## src/rtl/inv_fact_pkg.sv

```systemverilog
// Shared types and sizing for the inverse-factorial decoder.
// Search runs over n = 1..MAX_N with a running factorial product.
package inv_fact_pkg;

  localparam int MAX_N = 12;
  localparam int ACC_W = 36;
  localparam int N_W   = 4;
  localparam int V_W   = 32;

  typedef enum logic [1:0] {
    S_IDLE,
    S_SEARCH,
    S_DONE
  } state_t;

endpackage

```

## src/rtl/inv_fact_step.sv

```systemverilog
// Combinational step of the factorial search: next product and the
// comparisons that decide whether the search stops at the current k.
module inv_fact_step
  import inv_fact_pkg::*;
(
  input  logic [ACC_W-1:0] acc,
  input  logic [N_W-1:0]   k,
  input  logic [V_W-1:0]   v,
  output logic [ACC_W-1:0] prod,
  output logic             eq,
  output logic             over,
  output logic             at_max
);

  logic [ACC_W-1:0] kp1;
  logic [ACC_W-1:0] v_ext;

  assign kp1    = ACC_W'(k) + ACC_W'(1);
  assign v_ext  = ACC_W'(v);
  // acc never exceeds 12!, so the 36-bit product of acc*(k+1) cannot wrap
  assign prod   = acc * kp1;
  assign eq     = (acc == v_ext);
  assign over   = (prod > v_ext);
  assign at_max = (k == N_W'(MAX_N));

endmodule

```

## src/rtl/inv_factorial.sv

```systemverilog
// Decodes a (optionally doubled) factorial value back to n, reporting
// the floor n and whether the value matched exactly.
module inv_factorial
  import inv_fact_pkg::*;
#(
  parameter int PRESCALED = 1
) (
  input  logic           clk,
  input  logic           reset,
  input  logic           in_valid,
  input  logic [V_W-1:0] in_value,
  output logic           in_ready,
  output logic           out_valid,
  input  logic           out_ready,
  output logic [N_W-1:0] out_n,
  output logic           out_exact,
  output logic           busy
);

  state_t           state_q, state_d;
  logic [N_W-1:0]   k_q, k_d;
  logic [N_W-1:0]   n_q, n_d;
  logic [ACC_W-1:0] acc_q, acc_d;
  logic             exact_q, exact_d;
  logic [V_W-1:0]   v_q, v_in;
  logic             odd_q, odd_in;
  logic             accept;
  logic [ACC_W-1:0] prod;
  logic             eq, over, at_max;

  assign v_in   = (PRESCALED != 0) ? {1'b0, in_value[V_W-1:1]} : in_value;
  assign odd_in = (PRESCALED != 0) && in_value[0];
  assign accept = in_valid && (state_q == S_IDLE);

  inv_fact_step u_step (
    .acc    (acc_q),
    .k      (k_q),
    .v      (v_q),
    .prod   (prod),
    .eq     (eq),
    .over   (over),
    .at_max (at_max)
  );

  always_comb begin
    state_d = state_q;
    k_d     = k_q;
    acc_d   = acc_q;
    n_d     = n_q;
    exact_d = exact_q;
    case (state_q)
      S_IDLE: begin
        if (in_valid) begin
          state_d = S_SEARCH;
          k_d     = N_W'(1);
          acc_d   = ACC_W'(1);
        end
      end
      S_SEARCH: begin
        if (v_q == '0) begin
          state_d = S_DONE;
          n_d     = '0;
          exact_d = !odd_q;
        end else if (eq) begin
          state_d = S_DONE;
          n_d     = k_q;
          exact_d = !odd_q;
        end else if (over || at_max) begin
          state_d = S_DONE;
          n_d     = k_q;
          exact_d = 1'b0;
        end else begin
          k_d     = k_q + N_W'(1);
          acc_d   = prod;
        end
      end
      S_DONE: begin
        if (out_ready) state_d = S_IDLE;
      end
      default: state_d = S_IDLE;
    endcase
  end

  always_ff @(posedge clk) begin
    if (reset) begin
      state_q <= S_IDLE;
      k_q     <= N_W'(1);
      acc_q   <= ACC_W'(1);
      n_q     <= '0;
      exact_q <= 1'b0;
    end else begin
      state_q <= state_d;
      k_q     <= k_d;
      acc_q   <= acc_d;
      n_q     <= n_d;
      exact_q <= exact_d;
    end
  end

  // Search operand is captured once at acceptance and ignored afterwards
  always_ff @(posedge clk) begin
    if (accept) begin
      v_q   <= v_in;
      odd_q <= odd_in;
    end
  end

  assign in_ready  = (state_q == S_IDLE);
  assign busy      = (state_q == S_SEARCH);
  assign out_valid = (state_q == S_DONE);
  assign out_n     = n_q;
  assign out_exact = exact_q;

endmodule

```

## config.mk

```make
export PLATFORM = sky130hd
export DESIGN_NAME = inv_factorial
export DESIGN_NICKNAME = d
export VERILOG_FILES = /design/src/rtl/inv_fact_pkg.sv /design/src/rtl/inv_fact_step.sv /design/src/rtl/inv_factorial.sv
export SDC_FILE = /design/constraint.sdc
export NUM_CORES = 1
export LEC_CHECK = 0
export CORE_MARGIN = 1
export CORE_UTILIZATION = 30
export DETAILED_ROUTE_END_ITERATION = 8
export DONT_BUFFER_PORTS = 1
export PLACE_DENSITY = 0.53
export SETUP_SLACK_MARGIN = 0.15
export SYNTH_ARGS = -nofsm -noshare
export SYNTH_HDL_FRONTEND = slang
export SYNTH_SLANG_ARGS = --single-unit
export TNS_END_PERCENT = 30
```

## constraint.sdc

```tcl
create_clock -name clk -period 17.56 [get_ports clk]
set_input_delay 4.39 -clock clk [delete_from_list [all_inputs] [get_ports clk]]
set_output_delay 4.39 -clock clk [all_outputs]
set_load 0.01 [all_outputs]
```

Yosys cells after proc, flatten, opt, wreduce, memory -nomap -nowiden
Cells that the tools add are included.
Storage, ports and cells
  bits in registers: 79
  bits of input ports: 36
  output and inout bits: 8
  logic and storage cells: 53
Cells by class
  $add $sub $neg: 2
  $mul: 1
  $lt $le $gt $ge: 1
  equal/unequal tests: 10
  multiplexer cells: 22
  reduce and logical (&&, ||, !) cells: 10
Operator list (count)
  two-way mux 36 bit: 4
  case mux 36 bit (2 select lines): 1
  == test 36 x 31 -> 1 bit: 1
  greater-than comparator 36 x 31 -> 1 bit: 1
  multiplier 36 x 36 -> 36 bit: 1
  zero test 32 bit: 1
  two-way mux 4 bit: 7
  two-way mux 2 bit: 5
  != test 2 bit (second input constant): 4
  case mux 4 bit (2 select lines): 1
  case mux 2 bit (3 select lines): 1
  adder 4 x 1 -> 5 bit (second input constant): 1
  AND reduction 5 bit: 1
  adder 4 x 1 -> 4 bit (second input constant): 1
  == test 4 bit (second input constant): 1
  != test 4 x 1 -> 1 bit (second input constant): 1
  two-way mux 1 bit: 3
  AND reduction 3 bit: 1
  nonzero test 3 bit: 1
  == test 2 x 1 -> 1 bit (second input constant): 1
  == test 2 bit (second input constant): 1
  zero test 2 bit: 1
  != test 2 x 1 -> 1 bit (second input constant): 1
  AND reduction 2 bit: 1
  other kinds (4): 4

Depth between registers and ports, before layout
Gate-level depths: netlist (run 1).
  depth in word-level cells: 8
  mapped depth: 33
  depth with buffers taken out: 30

Modules after synthesis
From an unflattened synthesis (run 1), not the netlist that was laid out.
Second synthesis, totals
  cell total of the unflattened synthesis: 1035
  area total of the unflattened synthesis: 9133.8 µm²
Modules (own cells, without submodules)
  inv_fact_step: times used 1, cells an instance 775, area each 6284.8 µm², sequential area each 0.0 µm²
  inv_factorial: times used 1, cells an instance 260, area each 2849.0 µm², sequential area each 1901.8 µm²

Least setup slack after synthesis (run 1)
Ideal clock, no wire load.
  kind: flip-flop to flip-flop
  start point: register k_q[0]
  end point: register acc_q[3]
  library setup time: 0.117 ns
  data arrival time: 7.193 ns
  data required time: 17.443 ns
  path slack: 10.251 ns
  cell stages (with the launch flop): 32
  buffers on the path: 3
  period minus slack after synthesis: 7.309 ns
  path through: dfxtp_1 ha_1 xor2_1 clkbuf_1 nand2_1 fa_1 fa_1 fa_1 inv_1 ha_1 o21ai_0 o21ai_1 nor2b_1 a221o_1 a221oi_1 o21ai_1 a31oi_1 o21bai_1 xor2_1 ha_1 a21oi_1 o21ai_0 a221oi_1 o21ai_0 o21ai_0 o211a_1 o2111a_2 a21oi_2 o21a_1 buf_4 buf_6 a22o_1
On the way
  word-level cells in the longest chain between the ends: 6
  elaborated cells between the ends (all ways): 11
  those cells by class: add/sub: 1; mul: 1; order compare: 1; eq/ne: 2; mux: 4; reduce/logical: 2
RTL lines
  start: declaration: RTL line inv_factorial.sv:21  | logic [N_W-1:0] k_q, k_d;
  start signal: assignment: RTL line inv_factorial.sv:93  | k_q <= k_d;
  adder 4 x 1 -> 5 bit: RTL line inv_fact_step.sv:18  | assign kp1 = ACC_W'(k) + ACC_W'(1);
  multiplier 36 x 36 -> 36 bit: RTL line inv_fact_step.sv:21  | assign prod = acc * kp1;
  greater-than comparator 36 x 31 -> 1 bit or two-way mux 36 bit (tied branches): RTL line inv_fact_step.sv:23, inv_factorial.sv:68
  logical OR 1 bit or two-way mux 36 bit (tied branches): RTL line inv_factorial.sv:68, inv_factorial.sv:64
  != test 2 bit (no line) or two-way mux 36 bit (tied branches)
  AND reduction 5 bit (no line) or case mux 36 bit (2 select lines) (tied branches)
  end signal: assignment: RTL line inv_factorial.sv:88  | acc_q <= ACC_W'(1);
  end signal: assignment: RTL line inv_factorial.sv:94  | acc_q <= acc_d;
  end: declaration: RTL line inv_factorial.sv:23  | logic [ACC_W-1:0] acc_q, acc_d;
Several ways; a longest one is shown, not always the timed one. The select of a mux whose other input is x is not followed.
A chain may end at the register's enable or synchronous reset.

Worst setup path after layout (run 1)
  start point: register k_q[0]
  end point: register acc_q[6]
The elaborated chain is that of the path after synthesis.

==> summary.md, run 1 <==
| Metric | Value |
|---|---|
| CTS Buf Count | 9 |
| Wirelength per Cell | 17.3 um |
| Routed Antenna Nets | 0 |
| Tmin final | 9.58 ns |
| Htree depth | 3 |
| Clock Skew | 0.00658 ns |
| Slew margin rel. | 0.145 |
| Worst hold path class | flip-flop to flip-flop |
| Routed vias | 6,955 |
| First-pass GRT wire length | 39,800 um |
| Max IR drop VDD | 52.7 uV |
| WP data arrival | 9.81 ns |
| Req. time, crit path | 17.79 ns |
| Synth area leaders | fa_1 21%, edfxtp_1 11%, dfxtp_1 10% |
| RePlAce Congestion | 0.892 |
| CP max-delay cell | and3_1 |
| Iter 0 DRT Violations | 327 |
| Grt ovf | 0 |
| Core box area | 0.0296 mm2 |
| Post-synthesis cell count | 1,012 |
| Crit path max fanout | 35 |
| # setup viols final | 0 |
| Mapped Nets | 1,214 |
| Worst flop-to-flop path startpoint | k_q[0]$_SDFFE_PP1P_ |
| I/O pin cnt | 44 |
| Hold Crit Start | acc_q[34]$_SDFFE_PP0P_ |
| Synth async-reset ratio | 0 |
| Final period util | 0.546 |
| Post-CTS Setup Inserts | 0 |
| Critical path endpoint category | flip-flop |
| Detailed Place HPWL | 19,300 um |
| Root Buffer | clkbuf_16 |
| Synth Warn # | 0 |
| Clock buffer depth | 2 |
| Post-synth top area share | 0.210 |
| DIE WIDTH | 176 um |
| CP startpoint kind | flip-flop |
| Total track usage | 0.165 |
| Peak Freq | 104 MHz |
| Setup TNS | 0 ns |
| Area leader, netlist | fa_1 |
| CTS tree | yes |
| Mapped Area | 0.00904 mm2 |
| Top-count cell post-synth | inv_1 |
| Unrepaired setup endpoints after global routing | no |
| Share of cells above drive strength 1 | 0.0350 |
| Hold Fails Final Rpt | 0 |
| Hold_buf cts | 0 |
| Clock latency on the worst-skew pair | 0.35 ns |
| Worst-path clk slew | 0.06 ns |
| Syn Area/Cell | 8.93 um2 |
| Drt drc | 0 |
| Effective utilization at floorplan | 0.305 |
| Crit path from | k_q[0]$_SDFFE_PP1P_ |
| Routed WL | 24,100 um |
| Seq/Total Area, Yosys | 0.210 |
| Area Growth Syn to Fin | 7.43% |
| Max Cap Viol | 0 |
| Chip Height | 176 um |
| Inserted Diodes | 0 |
| Port Buffer Count | 0 |
| Drt pass-1 iters | 5 |
| Yosys cell types | 63 |
| Vias in the first global route | 7,363 |
| Critical path's largest stage delay | 0.72 ns |
| Power per cell area | 44.6 mW/mm2 |
| NumNets Final | 1,198 |
| Primary FF master, synth | dfxtp_1 |
| PostCTS Resize Cnt | 0 |
| Pins Over Slew Limit | 0 |
| Critical path type | flip-flop to flip-flop |
| Site Rows | 63 |
| Vias per inst | 5.00 |
| Status | finished, final reports clean |
| Clock Sink Count | 79 |
| Antenna violations before repair | 0 |
| Yosys reg bits | 79 |
| Worst-Margin Slew | 1.28 ns |
| Post-synth EDFFs | 32 |
| Most used cell, CP | o21ai_0 |
| Leakage dissipation | 0.00453 uW |
| Min Hold Slack | 0.501 ns |
| Largest net degree at the start of global routing | 37 |
| Synth top cells by count | 157 x inv_1, 111 x and2_1, 95 x fa_1 |
| Die ar. | 0.0308 mm2 |
[placed cells by master (no fill, tap or decap), types with 14 or more instances in the layout]
master and n:
inv_1 157, and2_1 111, fa_1 95, nand2_1 90, ha_1 71, a21oi_1 51
dfxtp_1 47, xnor2_1 41, o21ai_0 33, edfxtp_1 32, a22o_1 30, nor2_1 28
xor2_1 25, nand4_1 23, nand3_1 17, nor2b_1 14
[worst paths after layout]
path,depth (start not counted),end,slack (ns)
min,1,acc_q[34]$_SDFFE_PP0P_,0.50
max reg2reg,28,acc_q[6]$_SDFFE_PP0P_,7.98
min reg2reg,1,acc_q[34]$_SDFFE_PP0P_,0.50
max,28,acc_q[6]$_SDFFE_PP0P_,7.98
[routing by layer]
| layer | share of wire | vias to the layer above | GRT usage |
|---|---|---|---|
| li1 | - | 3325 | - |
| met1 | 0.47 | 3434 | 0.228 |
| met2 | 0.46 | 163 | 0.268 |
| met3 | 0.047 | 33 | 0.0251 |
| met4 | 0.018 | 0 | 0.0406 |
| met5 | 0 | - | 0 |
[kinds of logic after synthesis]
family / after synthesis / synth area share
simple gates: 327 / 0.193
buf+inv: 191 / 0.0832
compound gates: 179 / 0.135
fa+ha+maj: 166 / 0.309
flops: 79 / 0.210
xor+xnor: 69 / 0.0684
mux: 1 / 0.00125
[power by group]
group / internal [uW] / switching, uW
clock: 98.4 / 81.9
sequential: 198 / 9.53
combinational: 13.6 / 31.1
total: 310 / 123
[registers in the layout, summed over array words and instances (netlist names)]
signal     cells
acc_q         36
k_q            4
odd_q          1
out_exact      1
out_n          4
state_q        2
v_q           31
[final cells by class]
type                            count  area, um2
Inverter                          158        593
Fill cell                        3200      19900
Tap cell                          390        488
Clock buffer                       10        229
Sequential cell                    79       1900
Multi-Input combinational cell    742       6400
Timing Repair Buffer                6       45.0
Clock inverter                      6       51.3
[worst max-delay path: cells and delay by family (launching register included)]
kind	cells	cell delay (ns)
flip-flops	1	0.68
XOR/XNOR	1	0.28
buffers and inverters	2	0.10
adder cells (fa/ha/maj)	6	2.50
AO/OA/AOI/OAI	16	4.63
AND/OR/NAND/NOR	3	1.25
[stage by stage]
| stage | cells | utilization | area, um2 | total power, uW | worst slack (ns) |
|---|---|---|---|---|---|
| floorplan | 1012 | - | 9040 | 239 | 10.25 |
| global placement | 1375 | 0.318 | 9430 | 256 | 7.99 |
| detailed placement | 1375 | 0.318 | 9430 | 257 | 7.96 |
| CTS | 1391 | 0.328 | 9710 | 436 | 7.92 |
| global route | 1391 | 0.328 | 9710 | 449 | 7.23 |
| finish | 1391 | 0.328 | 9710 | 433 | 7.98 |
Power figures use the tool's default switching activity.
==> run 2: changes to the inputs <==
--- a/config.mk
+++ b/config.mk
@@ -9,7 +9,7 @@
 export CORE_UTILIZATION = 30
 export DETAILED_ROUTE_END_ITERATION = 8
 export DONT_BUFFER_PORTS = 1
-export PLACE_DENSITY = 0.53
+export PLACE_DENSITY = 0.54
 export SETUP_SLACK_MARGIN = 0.15
 export SYNTH_ARGS = -nofsm -noshare
 export SYNTH_HDL_FRONTEND = slang
==> constraint.sdc (replaced) <==
create_clock -name clk -period 7.7 [get_ports clk]
set_input_delay 1.925 -clock clk [delete_from_list [all_inputs] [get_ports clk]]
set_output_delay 1.925 -clock clk [all_outputs]
set_load 0.01 [all_outputs]
==> summary.md, run 2 (synthesis gave the netlist of run 1 again) <==
| Metric | Value |
|---|---|
| Status | finished, final reports clean |
| Switching portion of total power | 0.286 |
| Layout Cells excl Fill | 1,431 |
| Max Cap Viol | 0 |
| Reg power frac | 0.468 |
| Critical path type | flip-flop to flip-flop |
| Final Power | 1010 uW |
| Clock power frac | 0.413 |
| Placed Area | 0.00963 mm2 |
| Largest net degree at the start of global routing | 33 |
| Iter 0 DRT Violations | 408 |
| Core box area | 0.0296 mm2 |
| Leakage dissipation | 0.00479 uW |
| Busiest layer in global routing | met2 |
| CTS Buf Count | 9 |
| Port Buffer Count | 0 |
| Unrepaired setup endpoints after global routing | no |
| Wirelength per Cell | 17.2 um |
| Pins Over Slew Limit | 0 |
| Htree depth | 3 |
| Clock latency on the worst-skew pair | 0.35 ns |
| RePlAce Congestion | 0.894 |
| Met1 GRT Util | 0.229 |
| NumNets Final | 1,237 |
| Dpl cells | 1,399 |
| CP startpoint kind | flip-flop |
| Most common cell after layout, fill and taps aside | inv_1 |
| Combinational group share of total power | 0.119 |
| Detailed Place HPWL | 20,200 um |
| Total track usage | 0.166 |
| Slew margin rel. | 0.613 |
| Vias per inst | 5.01 |
| Hold_buf cts | 0 |
| Antenna violations before repair | 0 |
| # setup viols final | 0 |
| Tmin final | 7.30 ns |
| CTS tree | yes |
| Routed vias | 7,164 |
| Worst-path clk slew | 0.07 ns |
| Site Rows | 63 |
| Clock Sink Count | 79 |
| Effective utilization at floorplan | 0.305 |
| WP data arrival | 7.53 ns |
| Routed WL | 24,600 um |
| Clock Skew | 0.00990 ns |
| CP max-delay cell | fa_1 |
| Top reg by flops | acc_q |
| Area Growth Syn to Fin | 12.7% |
| Drt pass-1 iters | 5 |
| Chip Height | 176 um |
| Internal | 718 uW |
| Root Buffer | clkbuf_16 |
| Power per cell area | 98.7 mW/mm2 |
| Die ar. | 0.0308 mm2 |
| Largest regs | acc_q x36, v_q x31 |
| DIE WIDTH | 176 um |
| Worst-Margin Slew | 0.576 ns |
| Max reg flops | 36 |
| Pre-CTS WS | -0.0693 ns |
| Commonest non-fill, non-tap cells in the layout | 157 x inv_1, 111 x and2_1, 95 x fa_1 |
| Clock buffer depth | 2 |
| Peak Freq | 137 MHz |
| Critical path's largest stage delay | 0.54 ns |
| Fin area | 0.0102 mm2 |
| Drt drc | 0 |
| Grt ovf | 0 |
| Grt met2 use | 0.269 |
| Post-route setup slack | 0.404 ns |
| Critical path endpoint category | flip-flop |
| Most used cell, CP | fa_1 |
| Max IR drop VDD | 173 uV |
| Final core utilization | 0.344 |
| I/O pin cnt | 44 |
| Final period util | 0.948 |
| GRT met3 Usage | 0.0216 |
| Req. time, crit path | 7.94 ns |
| Worst hold path class | flip-flop to flip-flop |
| Share of cells above drive strength 1 | 0.0952 |
| Routed Antenna Nets | 0 |
| Switching pwr | 288 uW |
| Hold Fails Final Rpt | 0 |
| Vias in the first global route | 7,300 |
| Crit path max fanout | 19 |
| First-pass GRT wire length | 40,200 um |
[run 2: worst paths after layout]
kind / start / end / slack [ns] / cells after the start
worst min register to register: acc_q[35]$_SDFFE_PP0P_ / acc_q[35]$_SDFFE_PP0P_ / 0.51 / 1
worst max register to register: k_q[0]$_SDFFE_PP1P_ / acc_q[2]$_SDFFE_PP0P_ / 0.40 / 29
worst max-delay path: k_q[0]$_SDFFE_PP1P_ / acc_q[2]$_SDFFE_PP0P_ / 0.40 / 29
worst min-delay path: acc_q[35]$_SDFFE_PP0P_ / acc_q[35]$_SDFFE_PP0P_ / 0.51 / 1
[run 2: repair_timing]
item | 4_1_cts | 5_1_grt
endpoints found under the setup margin | 47 | 47
setup buffers | 2 | 13
pin swaps | 3 | 23
resized for setup | 6 | 31
[run 2: power groups by stage]
stage	logic, uW	registers [uW]	clock network [uW]
2_1_floorplan	73.8	472	0
3_3_place_gp	116	480	0
3_5_place_dp	116	480	0
4_1_cts	117	470	425
5_1_grt	131	472	436
6_report	120	471	415
[run 2: metrics by stage]
step           hold slack [ns]  setup TNS, ns
4_1_cts                  0.516              0
5_1_grt                  0.537              0
2_1_floorplan            0.455              0
3_3_place_gp             0.481              0
3_5_place_dp             0.502         -0.854
6_report                 0.511              0
[run 2: area by class of cell]
| cell class | count | area (um2) |
|---|---|---|
| diodes | 1 | 2.50 |
| clock buffers | 9 | 225 |
| clock inverters | 7 | 60.1 |
| fillers | 3127 | 19400 |
| inverters | 158 | 593 |
| multi-input cells | 742 | 6550 |
| flip-flops and latches | 79 | 1900 |
| well taps | 390 | 488 |
| repair buffers | 45 | 369 |
[run 2: routing by layer]
| layer | routed length, um | up-vias |
|---|---|---|
| met5 | 0 | - |
| met4 | 690 | 0 |
| met3 | 1190 | 30 |
| met2 | 11300 | 203 |
| met1 | 11400 | 3512 |
| li1 | - | 3419 |
[run 2: critical path: cells and delay by family (launching register included)]
kind            cells  cell delay (ns)
compound gates     14             2.97
xor+xnor            1             0.28
fa+ha+maj           6             2.43
buf+inv             4             0.45
flops               1             0.34
simple gates        4             0.71
